==> src/rtl/regfile_bram_mp_if.sv <==
// Bus interface for regfile_bram_mp: one broadcast write port, NUM_RD packed read ports, busy flag.
interface regfile_bram_mp_if #(
    parameter int DATA_WIDTH = 32,
    parameter int ADDR_WIDTH = 5,
    parameter int NUM_RD     = 2
);
    logic                         we;
    logic [ADDR_WIDTH-1:0]        wa;
    logic [DATA_WIDTH-1:0]        wd;
    logic [NUM_RD*ADDR_WIDTH-1:0] ra;
    logic [NUM_RD*DATA_WIDTH-1:0] rd;
    logic                         busy;

    modport master (output we, wa, wd, ra, input rd, busy);
    modport slave  (input we, wa, wd, ra, output rd, busy);
endinterface

==> src/rtl/regfile_bram_mp.sv <==
// Multi-read-port register file from replicated SDP BRAM banks with post-reset zero sweep.
// Define REGFILE_FWD_EN to build same-cycle write-to-read forwarding (write-first semantics).
module regfile_bram_mp #(
    parameter int DATA_WIDTH = 32,
    parameter int DEPTH      = 32,
    parameter int ADDR_WIDTH = $clog2(DEPTH),
    parameter int NUM_RD     = 2,
    parameter bit ZERO_REG   = 1'b1
) (
    input logic              clk,
    input logic              rst,
    regfile_bram_mp_if.slave bus
);
    localparam int CW = ADDR_WIDTH + 1;
    localparam logic [CW-1:0] LAST  = CW'(DEPTH - 1);
    localparam logic [CW-1:0] LIMIT = CW'(DEPTH);

    localparam logic [0:0] CLEAR = 1'b0;
    localparam logic [0:0] READY = 1'b1;

    logic [0:0]            state_q, state_d;
    logic [CW-1:0]         cnt_q, cnt_d;
    logic                  wa_ok;
    logic                  wr_en;
    logic [ADDR_WIDTH-1:0] wr_addr;
    logic [DATA_WIDTH-1:0] wr_data;

    always_comb begin
        state_d = state_q;
        cnt_d   = cnt_q;
        if (state_q == CLEAR) begin
            cnt_d = cnt_q + 1'b1;
            if (cnt_q == LAST) state_d = READY;
        end
    end

    always_ff @(posedge clk or negedge rst) begin
        if (!rst) begin
            state_q <= CLEAR;
            cnt_q   <= '0;
        end else begin
            state_q <= state_d;
            cnt_q   <= cnt_d;
        end
    end

    // The sweep owns the write port while clearing; external writes are dropped, not queued.
    always_comb begin
        wa_ok = {1'b0, bus.wa} < LIMIT;
        if (state_q == CLEAR) begin
            wr_en   = 1'b1;
            wr_addr = cnt_q[ADDR_WIDTH-1:0];
            wr_data = '0;
        end else begin
            wr_en   = bus.we && wa_ok && !(ZERO_REG && (bus.wa == '0));
            wr_addr = bus.wa;
            wr_data = bus.wd;
        end
    end

    assign bus.busy = (state_q == CLEAR);

    for (genvar i = 0; i < NUM_RD; i++) begin : g_bank
        logic [DATA_WIDTH-1:0] mem [DEPTH];
        logic [DATA_WIDTH-1:0] bank_q;
        logic [DATA_WIDTH-1:0] bank_out;
        logic [ADDR_WIDTH-1:0] ra_i;
        logic [ADDR_WIDTH-1:0] rd_addr;
        logic                  ra_ok;
        logic                  live_q;

        assign ra_i    = bus.ra[i*ADDR_WIDTH +: ADDR_WIDTH];
        assign ra_ok   = {1'b0, ra_i} < LIMIT;
        assign rd_addr = ra_ok ? ra_i : '0;

        // Read-first BRAM: a colliding read returns the pre-write contents.
        always_ff @(posedge clk) begin
            if (wr_en) mem[wr_addr] <= wr_data;
            bank_q <= mem[rd_addr];
        end

        // live_q gates out reads sampled during the sweep, of the zero register, or out of range.
        always_ff @(posedge clk or negedge rst) begin
            if (!rst) begin
                live_q <= 1'b0;
            end else begin
                live_q <= (state_q == READY) && ra_ok && !(ZERO_REG && (ra_i == '0));
            end
        end

`ifdef REGFILE_FWD_EN
        logic                  hit_q;
        logic [DATA_WIDTH-1:0] fwd_q;

        always_ff @(posedge clk or negedge rst) begin
            if (!rst) begin
                hit_q <= 1'b0;
                fwd_q <= '0;
            end else begin
                hit_q <= bus.we && (bus.wa == ra_i) && (state_q == READY) &&
                         !(ZERO_REG && (bus.wa == '0));
                fwd_q <= bus.wd;
            end
        end

        assign bank_out = hit_q ? fwd_q : bank_q;
`else
        assign bank_out = bank_q;
`endif

        assign bus.rd[i*DATA_WIDTH +: DATA_WIDTH] = live_q ? bank_out : '0;
    end
endmodule

==> src/flat_wrapper.sv <==
// flat-port wrapper written by rule: the top's interface ports become plain ports
module regfile_bram_mp_flat 
#(
    parameter int DATA_WIDTH = 32,
    parameter int DEPTH      = 32,
    parameter int ADDR_WIDTH = $clog2(DEPTH),
    parameter int NUM_RD     = 2,
    parameter bit ZERO_REG   = 1'b1
)
  (clk, rst, bus_we, bus_wa, bus_wd, bus_ra, bus_rd, bus_busy);
  regfile_bram_mp_if #(.DATA_WIDTH(DATA_WIDTH), .ADDR_WIDTH(ADDR_WIDTH), .NUM_RD(NUM_RD)) bus_i ();
  input logic clk;
  input logic rst;
  input wire logic [$bits(bus_i.we)-1:0] bus_we;
  input wire logic [$bits(bus_i.wa)-1:0] bus_wa;
  input wire logic [$bits(bus_i.wd)-1:0] bus_wd;
  input wire logic [$bits(bus_i.ra)-1:0] bus_ra;
  output wire logic [$bits(bus_i.rd)-1:0] bus_rd;
  output wire logic [$bits(bus_i.busy)-1:0] bus_busy;
  assign bus_i.we = bus_we;
  assign bus_i.wa = bus_wa;
  assign bus_i.wd = bus_wd;
  assign bus_i.ra = bus_ra;
  assign bus_rd = bus_i.rd;
  assign bus_busy = bus_i.busy;
  regfile_bram_mp #(.DATA_WIDTH(DATA_WIDTH), .DEPTH(DEPTH), .ADDR_WIDTH(ADDR_WIDTH), .NUM_RD(NUM_RD), .ZERO_REG(ZERO_REG)) u_core (.clk(clk), .rst(rst), .bus(bus_i));
endmodule
==> config.mk <==
export PLATFORM = sky130hd
export DESIGN_NAME = regfile_bram_mp_flat
export DESIGN_NICKNAME = d
export VERILOG_FILES = /design/src/rtl/regfile_bram_mp_if.sv /design/src/rtl/regfile_bram_mp.sv /design/src/flat_wrapper.sv
export SDC_FILE = /design/constraint.sdc
export NUM_CORES = 1
export LEC_CHECK = 0
export ABC_AREA = 0
export CORE_ASPECT_RATIO = 0.6
export CORE_MARGIN = 3
export CORE_UTILIZATION = 45
export DETAILED_ROUTE_END_ITERATION = 8
export GPL_TIMING_DRIVEN = 0
export HOLD_SLACK_MARGIN = 0.06
export PLACE_DENSITY = 0.67
export SYNTH_ARGS = -nofsm -noshare
export SYNTH_HDL_FRONTEND = slang
export SYNTH_SLANG_ARGS = --single-unit
==> constraint.sdc <==
create_clock -name clk -period 9.1 [get_ports clk]
set_clock_uncertainty 0.15 [all_clocks]
set_input_delay 1.365 -clock clk [delete_from_list [all_inputs] [get_ports clk]]
set_output_delay 1.365 -clock clk [all_outputs]
set_load 0.01 [all_outputs]
==> results.yml <==
cts:
  cts_buffers: 104
  cts_resized: 0
  cts_tree: "built"
  cts_root_buf: "clkbuf_16"
  htreeDepth: 3
  cts_post_setup_buffers_inserted: 0
  holdBufCountCts: 0
  clock-sinks: 1097
  ctsLongestPathBuffers: 3
  path_clk_slew_ns: 0.07
  clkLatencyLatePin_ns: 0.73
outcome:
  status: "completed"
place:
  io_buffers: 112
  gp_congestion: 0.927
  hpwl_um: 127000
logic_synthesis:
  async_reset_ff_frac: 0.00820
  synth_nets: 3662
  yosysWarnings: 0
  yosysTopAreaCell: "edfxtp_1"
  yosysTopAreaCellShare: 0.601
  yosys_register_bits: 1097
  ys.flop_type: "edfxtp_1"
  netlist_area_um2: 51200
  syn_avg_cell_area_um2: 14.2
  synth.most_common_cell: "mux2i_1"
  yosysUniqueCellTypes: 40
  synthTopCellsByArea: "edfxtp_1, mux2i_1, a22oi_1"
  ys_top_cells_by_count: "mux2i_1, edfxtp_1, nand2_1"
  synth_edf_count: 1024
  ys_seq_area_frac: 0.630
  syn_inst: 3611
timing:
  finalCriticalPeriod_ns: 4.67
  tns_ns: 0
  setup_viol: 0
  min_period_over_period: 0.513
  fmax_ghz: 0.214
  tightest_slew_ns: 1.47
  slew_headroom: 0.0223
  hold_viol: 0
  rsz0062_at_grt: "no"
  drv_slew: 0
critical_path:
  endpoint_kind: "flop"
  crit_path_start_kind: "input pin"
  crit_slowest_cell: "a31oi_1"
  timing.rr.start: "u_core.state_q$_DFF_PN0_"
  worstPathMaxFanout: 10
  critical-path-top-delay-family: "buffers and inverters"
  cp_common_cell: "clkbuf_1"
  worst-path-buf-inv: 4
  worstPathCellList: "clkdlybuf4s50_1 -> nor2b_1 -> clkbuf_1 -> buf_8 -> clkbuf_1 -> nand2_1 -> a31oi_1 -> nand3_1"
  path_class: "in -> reg"
  required_ns: 9.45
  max_stage_delay_ns: 0.95
  crit_path_start: "bus_ra[7]"
  cp.arrival_ns: 5.02
floorplanning:
  io_pins: 115
  start_util: 0.455
  core-area_um2: 112000
  fp.dieW_um: 441
  dieHeight_um: 267
  rows: 95
  dieArea_um2: 118000
power:
  p_leak_nw: 21.8
  power_density_nw_per_um2: 190
  vdd_ir_drop_max_v: 0.000144
  total_power_mw: 11.2
flow_run:
  maxCapViolations: 0
detailed_routing:
  wire_per_inst_um: 32.2
  drc: 0
  first_pass_iters: 8
  viasPerCell: 6.34
  vias: 34610
  wl_um: 176000
  drt-initial-drc-count: 5819
  ant_nets: 0
cells_and_area:
  num-fill-cells: 9376
  nets: 3920
  drive_gt1_frac: 0.112
  syn2layout_area_growth_pct: 15.0
  final_util: 0.523
min_path:
  hold_path.class: "reg -> reg"
  worstHoldStart: "u_core.cnt_q[5]$_DFFE_PN0N_"
global_routing:
  grt_usage: 0.291
  grt_max_degree: 33
  grt_pass1_wl_um: 242000
  grt_pass1_vias: 32483
  antenna_found_initial: 8
  grt_overflow_total: 0
[power breakdown]
part	internal (mW)	switching [mW]	total (mW)
registers	5.56	0.0104	5.57
logic	0.393	0.763	1.16
clock network	2.51	1.95	4.46
[area by class of cell]
cell class / instances / area (um^2) / area share
Antenna cell: 4 / 10.0 / 0.000170
Buffer: 263 / 1590 / 0.0270
Clock buffer: 141 / 3040 / 0.0517
Clock inverter: 46 / 414 / 0.00704
Inverter: 5 / 18.8 / 0.000319
Multi-Input combinational cell: 2246 / 17700 / 0.300
Sequential cell: 1097 / 32300 / 0.548
Tap cell: 1503 / 1880 / 0.0319
Timing Repair Buffer: 152 / 2000 / 0.0340
[routing by layer]
| metal | global-route usage | share of wire | routed length [um] |
|---|---|---|---|
| met1 | 0.415 | 0.41 | 72500 |
| met2 | 0.389 | 0.39 | 68600 |
| met3 | 0.154 | 0.17 | 30600 |
| met4 | 0.0664 | 0.022 | 3920 |
| met5 | 0 | 0.00020 | 35 |
[cell families after synthesis]
logic type,Yosys count,share of synthesized area
adder cells (fa/ha/maj),1,0.000244
XOR/XNOR,5,0.000856
AO/OA/AOI/OAI,590,0.0787
buffers and inverters,268,0.0314
multiplexers,1027,0.201
flip-flops,1097,0.630
AND/OR/NAND/NOR,623,0.0577
[worst reg2reg max path, stage by stage, from the launching register on]
cell and delay (ns):
dfrtp_1 0.42, buf_2 0.25, buf_2 0.44, a41oi_2 0.67, nor2_4 0.84, buf_12 0.27
[through the flow]
stage	hold slack, ns	area, um^2	setup slack, ns	instances
final	0.326	58900	4.43	5457
after global routing	0.357	58900	4.49	5453
after CTS	0.330	58700	4.56	5449
after detailed placement	0.317	55300	4.07	5262
after global placement	0.312	54200	2.70	5226
after floorplan	0.296	51200	5.32	3611
[sequential cells by signal, indices dropped and copies added (netlist names)]
register,count
u_core.cnt_q,6
u_core.g_bank.live_q,2
u_core.g_bank.mem,1024
u_core.g_bank.bank_out,64
u_core.state_q,1
[cell usage in the layout (no fill, tap or decap), drive strengths merged, types with 2 or more instances in the layout]
cell type         n
mux2i          1025
edfxtp         1024
clkbuf          226
buf             218
nand2           206
nand3           197
a21oi           196
a22oi           193
a22o            129
clkdlybuf4s50   112
and2             98
nor3             65
a31oi            64
dfxtp            64
nor2             40
clkinv           31
inv              10
dfrtp             9
nor2b             6
bufinv            6
xnor2             5
diode             4
nand2b            4
clkinvlp          4
or2               2
mux2              2
[final timing paths]
| check | to | slack (ns) | cells after the start |
|---|---|---|---|
| worst max register to register | u_core.g_bank[1].mem[24][14]$_DFFE_PP_ | 5.69 | 5 |
| worst min register to register | u_core.cnt_q[5]$_DFFE_PN0N_ | 0.33 | 1 |
| worst max-delay path | u_core.g_bank[1].bank_out[12]$_DFF_P_ | 4.43 | 8 |
| worst min-delay path | u_core.cnt_q[5]$_DFFE_PN0N_ | 0.33 | 1 |
| max in group asynchronous | u_core.cnt_q[3]$_DFFE_PN0N_ | 7.70 | 1 |
| min in group asynchronous | u_core.state_q$_DFF_PN0_ | 0.80 | 1 |
(Power assumes the default switching activity.)
